## config.mk

```make
export PLATFORM = sky130hd
export DESIGN_NAME = bus_arbiter
export DESIGN_NICKNAME = d
export VERILOG_FILES = /design/src/rtl/bus_arbiter_pkg.sv /design/src/rtl/bus_arbiter_tag_fifo.sv /design/src/rtl/bus_arbiter.sv
export SDC_FILE = /design/constraint.sdc
export NUM_CORES = 1
export LEC_CHECK = 0
export CORE_MARGIN = 10
export CORE_UTILIZATION = 21
export CTS_CLUSTER_SIZE = 28
export DETAILED_ROUTE_END_ITERATION = 7
export PLACE_DENSITY_LB_ADDON = 0.08
export SYNTH_ARGS = -nofsm -noshare
export SYNTH_HDL_FRONTEND = slang
export SYNTH_SLANG_ARGS = --single-unit
```

## constraint.sdc

```tcl
create_clock -name clk -period 2 [get_ports clk]
set_input_delay 0.4 -clock clk [delete_from_list [all_inputs] [get_ports clk]]
set_output_delay 0.4 -clock clk [all_outputs]
set_load 0.005 [all_outputs]
```

## src/rtl/bus_arbiter_pkg.sv

```systemverilog
// Shared types and the round-robin search used by the bus arbiter.
// The search is sized for the largest supported master count; callers zero-extend.
package bus_arbiter_pkg;

    typedef enum logic {IDLE, GRANT} arb_state_t;

    localparam int MAX_MASTERS = 8;
    localparam int MAX_ID_W    = 3;

    // First requester strictly after last_grant, wrapping modulo masters.
    function automatic logic [MAX_ID_W-1:0] next_grant(
        input logic [MAX_MASTERS-1:0] requests,
        input logic [MAX_ID_W-1:0]    last_grant,
        input int                     masters
    );
        logic [MAX_ID_W-1:0] pick;
        logic                found;
        int                  idx;
        pick  = last_grant;
        found = 1'b0;
        for (int i = 1; i <= MAX_MASTERS; i++) begin
            if (i <= masters) begin
                idx = (int'(last_grant) + i) % masters;
                if (!found && requests[idx[MAX_ID_W-1:0]]) begin
                    pick  = idx[MAX_ID_W-1:0];
                    found = 1'b1;
                end
            end
        end
        return pick;
    endfunction

endpackage

```

## src/rtl/bus_arbiter_tag_fifo.sv

```systemverilog
// In-order FIFO of issuing-master tags, one entry per read in flight.
// A push while full is dropped even if a pop happens in the same cycle.
module bus_arbiter_tag_fifo #(
    parameter int DEPTH = 4,
    parameter int WIDTH = 1
) (
    input  logic             clk,
    input  logic             reset,
    input  logic             push,
    input  logic             pop,
    input  logic [WIDTH-1:0] push_data,
    output logic [WIDTH-1:0] head,
    output logic             full,
    output logic             empty
);
    localparam int PTR_W = $clog2(DEPTH);

    logic [WIDTH-1:0] mem [DEPTH];
    logic [PTR_W-1:0] wr_ptr;
    logic [PTR_W-1:0] rd_ptr;
    logic [PTR_W:0]   count;
    logic             do_push;
    logic             do_pop;

    assign full    = (count == (PTR_W+1)'(DEPTH));
    assign empty   = (count == '0);
    assign do_push = push & ~full;
    assign do_pop  = pop & ~empty;
    assign head    = mem[rd_ptr];

    always_ff @(posedge clk or negedge reset) begin
        if (!reset) begin
            wr_ptr <= '0;
            rd_ptr <= '0;
            count  <= '0;
        end else begin
            if (do_push) wr_ptr <= wr_ptr + PTR_W'(1);
            if (do_pop)  rd_ptr <= rd_ptr + PTR_W'(1);
            case ({do_push, do_pop})
                2'b10:   count <= count + (PTR_W+1)'(1);
                2'b01:   count <= count - (PTR_W+1)'(1);
                default: count <= count;
            endcase
        end
    end

    // Tag storage carries no reset; the pointers alone define validity.
    always_ff @(posedge clk) begin
        if (do_push) mem[wr_ptr] <= push_data;
    end

endmodule

```

## src/rtl/bus_arbiter.sv

```systemverilog
// Round-robin arbiter sharing one pipelined-read bus between MASTERS requesters.
// Read responses are routed back to the issuing master through an in-order tag FIFO.
module bus_arbiter
    import bus_arbiter_pkg::*;
#(
    parameter int MASTERS         = 2,
    parameter int ADDRESS_WIDTH   = 32,
    parameter int DATA_WIDTH      = 32,
    parameter int MAX_OUTSTANDING = 4
) (
    input  logic                                    clk,
    input  logic                                    reset,
    input  logic [MASTERS-1:0][ADDRESS_WIDTH-1:0]   masterAddress,
    input  logic [MASTERS-1:0]                      masterRead,
    input  logic [MASTERS-1:0]                      masterWrite,
    input  logic [MASTERS-1:0][DATA_WIDTH-1:0]      masterWriteData,
    input  logic [MASTERS-1:0][DATA_WIDTH/8-1:0]    masterByteEnable,
    output logic [MASTERS-1:0]                      masterWaitRequest,
    output logic [MASTERS-1:0]                      masterReadValid,
    output logic [DATA_WIDTH-1:0]                   masterReadData,
    output logic [ADDRESS_WIDTH-1:0]                slaveAddress,
    output logic                                    slaveRead,
    output logic                                    slaveWrite,
    output logic [DATA_WIDTH-1:0]                   slaveWriteData,
    output logic [DATA_WIDTH/8-1:0]                 slaveByteEnable,
    input  logic                                    slaveWaitRequest,
    input  logic                                    slaveReadValid,
    input  logic [DATA_WIDTH-1:0]                   slaveReadData,
    output logic                                    busy,
    output logic                                    protocolError
);
    localparam int ID_W = $clog2(MASTERS);

    arb_state_t      state, state_next;
    logic [ID_W-1:0] owner, owner_next;
    logic [ID_W-1:0] last_grant, last_grant_next;
    logic [ID_W-1:0] picked;
    logic [ID_W-1:0] head;
    logic [MASTERS-1:0] requests;
    logic granted, own_read, own_write, rd_cmd, wr_cmd;
    logic owner_wait, accept, push, pop;
    logic fifo_full, fifo_empty;

    assign requests = masterRead | masterWrite;
    assign picked   = ID_W'(next_grant(MAX_MASTERS'(requests), MAX_ID_W'(last_grant), MASTERS));

    assign granted    = (state == GRANT);
    assign own_read   = masterRead[owner];
    assign own_write  = masterWrite[owner];
    // A read wins when the owner raises both strobes.
    assign rd_cmd     = granted & own_read;
    assign wr_cmd     = granted & own_write & ~own_read;
    assign owner_wait = slaveWaitRequest | (rd_cmd & fifo_full);
    assign accept     = (rd_cmd | wr_cmd) & ~owner_wait;
    assign push       = accept & rd_cmd;
    assign pop        = slaveReadValid & ~fifo_empty;

    assign slaveAddress    = masterAddress[owner];
    assign slaveWriteData  = masterWriteData[owner];
    assign slaveByteEnable = masterByteEnable[owner];
    assign slaveRead       = rd_cmd & ~fifo_full;
    assign slaveWrite      = wr_cmd;
    assign masterReadData  = slaveReadData;
    assign busy            = granted | ~fifo_empty;

    always_comb begin
        masterWaitRequest = '1;
        if (granted) masterWaitRequest[owner] = owner_wait;
    end

    always_comb begin
        masterReadValid = '0;
        if (pop) masterReadValid[head] = 1'b1;
    end

    always_ff @(posedge clk or negedge reset) begin
        if (!reset) begin
            state         <= IDLE;
            owner         <= '0;
            last_grant    <= ID_W'(MASTERS - 1);
            protocolError <= 1'b0;
        end else begin
            state      <= state_next;
            owner      <= owner_next;
            last_grant <= last_grant_next;
            if (slaveReadValid && fifo_empty) protocolError <= 1'b1;
        end
    end

    always_comb begin
        state_next      = state;
        owner_next      = owner;
        last_grant_next = last_grant;
        case (state)
            IDLE: begin
                if (|requests) begin
                    owner_next      = picked;
                    last_grant_next = picked;
                    state_next      = GRANT;
                end
            end
            GRANT: begin
                // Leave after every transfer, or when the owner gives up waiting.
                if (accept || !(own_read || own_write)) state_next = IDLE;
            end
            default: state_next = IDLE;
        endcase
    end

    bus_arbiter_tag_fifo #(
        .DEPTH (MAX_OUTSTANDING),
        .WIDTH (ID_W)
    ) u_tag_fifo (
        .clk       (clk),
        .reset     (reset),
        .push      (push),
        .pop       (pop),
        .push_data (owner),
        .head      (head),
        .full      (fifo_full),
        .empty     (fifo_empty)
    );

endmodule

```

* Word level (Yosys, flattened, before mapping)
Memory sizes are Yosys's and may differ from the RTL's.
Index checks and enable logic that the tools add are counted.
** Word-level totals
- Flip-flop bits (word level) :: 11
- Bits in latches :: 0
- Word-level logic and storage cells :: 87
- Memories :: 1
- Memory bits (writable) :: 4
- Bits of input ports :: 176
- Memory bits (read-only) :: 0
** Cells by class
- Div/mod/pow operators :: 0
- Bitwise operators :: 23
- $add $sub $neg :: 6
- Shift-type cells :: 0
- Multiplexer cells :: 29
- $mul :: 0
- Equal/unequal tests :: 3
- Reduce and logical (&&, ||, !) cells :: 12
- Order comparisons :: 6
** Memory list
- u_tag_fifo.mem :: depth 4, bits a word 1, rd ports 1, clocked after memory_dff 0, write ports 1, RTL line bus_arbiter_tag_fifo.sv:18 : logic [WIDTH-1:0] mem [DEPTH];
** Operators with widths (count)
- 2-to-1 mux 32 bit :: 4
- 2-to-1 mux 1 bit :: 15
- bitwise AND 1 bit :: 10
- < comparator 3 x 4 -> 1 bit (second input constant) :: 2
- 2-to-1 mux 4 bit :: 2
- one-hot mux 3 bit (2 select lines) :: 1
- NOT 1 bit :: 5
- adder 2 x 1 -> 2 bit (second input constant) :: 2
- binary-select mux 1 bit (select 2 bit) :: 2
- logical AND 1 bit :: 4
- < comparator 1 x 2 -> 1 bit (second input constant) :: 2
- 2-to-1 mux 2 bit :: 2
- OR 2 bit :: 2
- adder 3 x 1 -> 3 bit (second input constant) :: 1
- equality test 3 bit (second input constant) :: 1
- zero test 3 bit :: 1
- OR 1 bit :: 3
- subtractor 3 x 1 -> 3 bit (second input constant) :: 1
- adder 1 bit (second input constant) :: 2
- bitwise AND 1 bit (first input constant) :: 2
- demux 1 bit (select 1 bit) :: 2
- equality test 2 x 1 -> 1 bit (second input constant) :: 1
- equality test 2 bit (second input constant) :: 1
- >= comparator 1 bit (second input constant) :: 2
- 7 further kinds :: 9

* Logic depth before layout (Yosys ltp)
Gate-level depths: netlist of run 1.
- Word-level depth :: 11
- Depth in mapped cells :: 10
- Depth with buffers taken out :: 9

* By module
Synthesis of run 1 repeated with hierarchy kept, for this count alone.
** Unflattened totals
- Cell total of the unflattened synthesis :: 182
- Area total of the unflattened synthesis :: 2273.4 um^2
** Modules (own cells, without submodules)
- bus_arbiter :: area an instance 1691.6 um^2, times used 1, sequential area each 101.3 um^2, cells each 139
- bus_arbiter_tag_fifo :: area an instance 581.8 um^2, times used 1, sequential area each 295.3 um^2, cells each 43

* Worst setup path after synthesis of run 1
No wires, ideal clock.
- Path type :: reg2reg
- Start point :: register owner
- End point :: register u_tag_fifo.count[2]
- Clock period less this slack :: 1.991 ns
- Library setup time :: 0.079 ns
- Data arrival time :: 1.911 ns
- Stages on the path, launching flop included :: 11
- Slack :: 0.009 ns
- Cell sequence :: dfrtp_1 -> buf_4 -> mux2i_1 -> nor4_4 -> inv_1 -> ha_1 -> inv_1 -> fa_1 -> xor2_1 -> nor2_1 -> xor2_1
** On the way
- Cells in the longest elaborated chain, start to end :: 11
- Elaborated cells on any way between the ends :: 19
- Classes of those cells :: 2 x eq/ne; 5 x mux; 11 x bitwise; 1 x reduce/logical
** Ends and longest elaborated chain
- start, declared :: RTL line bus_arbiter.sv:35 : logic [ID_W-1:0] owner, owner_next;
- start signal, assigned :: RTL line bus_arbiter.sv:84 : owner <= owner_next;
- 2-to-1 mux 1 bit (not written as such) (2 in series) :: RTL line bus_arbiter.sv:48 : assign own_read = masterRead[owner];
- bitwise AND 1 bit :: RTL line bus_arbiter.sv:51 : assign rd_cmd = granted & own_read;
- bitwise AND 1 bit :: RTL line bus_arbiter.sv:53 : assign owner_wait = slaveWaitRequest | (rd_cmd & fifo_full);
- OR 1 bit :: RTL line bus_arbiter.sv:53
- NOT 1 bit :: RTL line bus_arbiter.sv:54 : assign accept = (rd_cmd | wr_cmd) & ~owner_wait;
- bitwise AND 1 bit :: RTL line bus_arbiter.sv:54
- bitwise AND 1 bit * :: RTL line bus_arbiter.sv:55 : assign push = accept & rd_cmd;
- bitwise AND 1 bit * :: RTL line bus_arbiter_tag_fifo.sv:27 : assign do_push = push & ~full;
- equality test 2 x 1 -> 1 bit / equality test 2 bit (equally long branches) :: RTL line bus_arbiter_tag_fifo.sv:39 : case ({do_push, do_pop})
- one-hot mux 3 bit (2 select lines) / nonzero test 2 bit (equally long branches)
- end signal, assigned :: RTL line bus_arbiter_tag_fifo.sv:40 : 2'b10: count <= count + (PTR_W+1)'(1);
- end signal, assigned :: RTL line bus_arbiter_tag_fifo.sv:41 : 2'b01: count <= count - (PTR_W+1)'(1);
- end signal, assigned :: RTL line bus_arbiter_tag_fifo.sv:42 : default: count <= count;
- end, declared :: RTL line bus_arbiter_tag_fifo.sv:21 : logic [PTR_W:0] count;
Mark *: on every way between the ends. The rest lies on a longest branch, timed or not. The select of a mux whose other input is x is not followed.
A chain may end at the register's enable or synchronous reset.

* Final worst setup path of run 1
- Start point :: register owner
- End point :: output port slaveWriteData[19]
** On the way
- Cells in the longest elaborated chain, start to end :: 2
** Ends and longest elaborated chain
- 2-to-1 mux 32 bit (not written as such) (2 in series) :: RTL line bus_arbiter.sv:59 : assign slaveWriteData = masterWriteData[owner];
- end, declared :: RTL line bus_arbiter.sv:24 : output logic [DATA_WIDTH-1:0] slaveWriteData,
No other way between the ends. The select of a mux whose other input is x is not followed.

==> run summary, run 1 <==
Clock transition at the registers of the reported paths: 0.06 ns. The run gives 0.6664 as the remaining max-slew budget at the tightest pin. The pre-antenna-repair detailed-routing pass consisted of 4 iterations. The ratio of final minimum period to clock period was 1.044; the final HPWL from detailed placement was 10690 um. At the end of routability-driven placement, the weighted congestion stood at 0.7467.

The number of clock buffers added by TritonCTS is 3. Dividing total power by cell area gives a power density of 969.1 nW/um^2. The logs give 16330 um for the global-route wire length before repair and -2.029 ns for the summed negative setup slack over all endpoints. The area overhead of the layout relative to synthesis was 126.5%; the cell area after synthesis was 1886 um^2. The kind of launch point of the worst setup path was a flip-flop. The fraction of final layout cells with drive strength greater than 1 is 0.3879. The worst register-to-register path ends at u_tag_fifo.count[2]. The number of pins exceeding their max-slew limit in the final report was 0. The number of global-route vias before repair was 2326; the flop and latch count out of synthesis was 15.

The slowest stage of the critical path belongs to the cell clkdlybuf4s50_1. The number of routed nets with antenna violations is 0, and the aggregate global-route resource usage is 0.1642. The proportion of netlist area held by the largest area contributor is 0.4121, and the initial detailed-routing violation count is 35. The number of clock sinks came out at 15.

The count of placed standard cells in the final layout, fillers left out was 505; the mean cell area of the mapped netlist was 10.48 um^2. After synthesis, the most frequently instantiated cells are 69 x mux2_2, 33 x buf_4, 10 x dfrtp_1. The die extent in x was 114.8 um. The tools report the endpoint type of the worst setup path as an output pin.

By area the synthesized netlist is led by mux2_2 41%, dfrtp_1 13%, buf_4 13%, edfxtp_1 6.4%, ha_1 3.3%. In this run the worst setup path terminates at slaveWriteData[19]. The number of I/O pins came out at 284. The worst hold path begins at protocolError. Hold timing on the final database bottoms out at a slack of 0.4601 ns. Total global routing overflow: 0. Tracing the worst setup path back leads to its startpoint at owner. Setup repair after global routing could not meet its margin everywhere. The tools report the critical path arrival as 1.69 ns. The launching point of the worst reg2reg path is owner. The run finished, with violations left.

The number of different library cells in the post-synthesis netlist is 31. The logs give 34 for the number of placement rows and 1 for the number of levels in the clock H-tree. Maximum achievable frequency: 479.1 MHz. The maximum resistive drop on vdd is 0.4261 mV.

The run gives -0.08740 ns as the least setup slack across all paths after layout. The share of async-settable or async-resettable flops after synthesis is 0.7333. The checks that failed: setup timing. The worst register-to-register path has a depth of 10. The logs give 0.2162 for the starting density of the core and 580 for the net count of the finished layout. For this design the static power due to leakage is 1.848 nW. Walking the worst path, the cells encountered are buf_8 -> mux2_2 -> clkdlybuf4s50_1.

The largest net degree at the start of global routing is 27, and the wire length per cell is 23.70 um. The clock latency of the later-clocked register in the worst-skew pair is 0.25 ns. The count of unresolved DRC violations after routing was 0. The worst register-to-register path has a setup slack of -0.07 ns. For the worst setup path, the data required time is 1.60 ns.

The tools report the total wire length after detailed routing as 11970 um. Port buffering added 219 buffers. The worst-case clock skew was 0.005358 ns. The type of the setup path with the least slack was reg2out. At the pin with the least slew margin, the transition time is 0.4988 ns.

The most numerous cell in the Yosys netlist was mux2_2. The tools report the number of nets produced by synthesis as 362. Clock tree synthesis selected as its root buffer the cell clkbuf_8. Counting along the longest clock path gives a buffer depth of 2. Across the run, the number of max-cap violations was 0. TritonCTS built the clock tree. In this run, post-CTS hold repair placed 0 buffers.

The tools report the number of endpoints failing setup at the final stage as 40. The sequential cells in the finished layout cover a total of 397.9 um^2. The core area is 8721 um^2, and the vertical die dimension is 114.8 um. The tools report the initial antenna violation count as 0. The final route contains 2196 vias. The run gives 0.2104 as the portion of the post-synthesis area used by sequential elements. After detailed routing, the number of vias per cell comes to 4.349. The path type of the worst min-delay path is reg2reg. In the synthesized netlist the dominant register cell turns out to be dfrtp_1.

The area of the die was 13170 um^2; the cell count after synthesis was 180. Yosys printed 0 warnings. The synthesized design spends more area on one cell type than any other, namely mux2_2. Final-layout fill cell count: 850.

Summing all multi-input logic gate instances after layout gives 1251 um^2. The maximum single-stage delay on the critical path is 0.46 ns, and the antenna cell count is 0. The synthesized design contains 4 enable-type register cells. The total placed cells including tap cells is 484, and the minimum clock period after layout is 2.087 ns. The run gives 0 as the number of failing hold endpoints at the final stage.

Of all nets on the critical path, the largest fanout is 13.
## placed cells by master, fill, tap and decap left out, types with 3 or more instances in the layout
cell type and count:
buf_6 18, ha_1 4, inv_1 8, xnor2_1 3, mux2_4 14, nand2_1 3, mux2_2 56, clkdlybuf4s50_1 154
and2_1 6, edfxtp_1 4, buf_4 21, dfrtp_1 9, nor2_1 7, clkbuf_2 9, clkbuf_8 3, buf_2 18
dlygate4sd2_1 25, xor2_1 3
## state kept, by name, summed over array words and instances (netlist names)
name and flops:
u_tag_fifo.wr_ptr 2, granted 1, u_tag_fifo.mem 4, owner 1
protocolError 1, u_tag_fifo.count 3, u_tag_fifo.rd_ptr 2, last_grant 1
## worst min path at each step
| stage | end | slack [ns] | depth (start not counted) |
|---|---|---|---|
| 6_report | protocolError | 0.46 | 1 |
| 5_1_grt | protocolError | 0.50 | 1 |
| 4_1_cts | protocolError | 0.47 | 1 |
| 3_5_place_dp | protocolError | 0.46 | 1 |
| 3_3_place_gp | protocolError | 0.44 | 1 |
| 2_1_floorplan | granted | 0.10 | 0 |
## cells by family after synthesis
family,count (synthesis),share of synthesized area
AO/OA/AOI/OAI,9,0.03717
buffers and inverters,49,0.1685
adder cells (fa/ha/maj),6,0.04380
flip-flops,15,0.2104
AND/OR/NAND/NOR,22,0.06968
XOR/XNOR,6,0.02788
multiplexers,73,0.4426
## stage by stage
step	setup WS (ns)	cell area [um^2]	util	power, mW
after global routing	-0.1926	4270	0.4897	4.429
final	-0.08740	4270	0.4897	4.139
after global placement	-0.4359	4086	0.4686	3.657
after floorplan	0.009383	1886	-	1.975
after CTS	-0.2138	4130	0.4736	3.915
after detailed placement	-0.4636	4086	0.4686	3.667
## worst max-delay path: cells and delay by family, from the launching register on
kind | cells | cell delay (ns)
buffers and inverters | 2 | 0.64
flip-flops | 1 | 0.45
multiplexers | 1 | 0.34
## timing repair
action,CTS,global route
endpoints found under the setup margin,77,70
pin swaps,1,4
cloned,0,2
resized for setup,166,46
setup buffers,7,9
## cell type report
class	instances	share of cell area
clock buffers	4	0.01055
multi-input cells	116	0.2930
inverters	8	0.007032
repair buffers	254	0.5646
flip-flops and latches	15	0.09317
well taps	108	0.03164
## power by group
group | internal, mW | switching [mW]
clock network | 0.141 | 0.108
logic | 2.11 | 1.21
registers | 0.462 | 0.108
total | 2.71 | 1.43
## layer usage
metal / global-route usage / share of wire / vias up / wire, um
li1: - / - / 1035 / -
met1: 0.1486 / 0.31 / 1012 / 3674
met2: 0.3247 / 0.57 / 141 / 6765
met3: 0.08177 / 0.12 / 8 / 1454
met4: 0.02228 / 0.0059 / 0 / 71
met5: 0 / 0 / - / 0
No activity file was read; power rests on OpenSTA's default activity.
==> run 2: changes to the inputs <==
--- a/config.mk
+++ b/config.mk
@@ -7,7 +7,6 @@
 export LEC_CHECK = 0
 export CORE_MARGIN = 10
 export CORE_UTILIZATION = 21
-export CTS_CLUSTER_SIZE = 28
 export DETAILED_ROUTE_END_ITERATION = 7
 export PLACE_DENSITY_LB_ADDON = 0.08
 export SYNTH_ARGS = -nofsm -noshare
==> results of run 2 <==
Same layout as run 1: the final DEF is identical, and so are final timing and power.
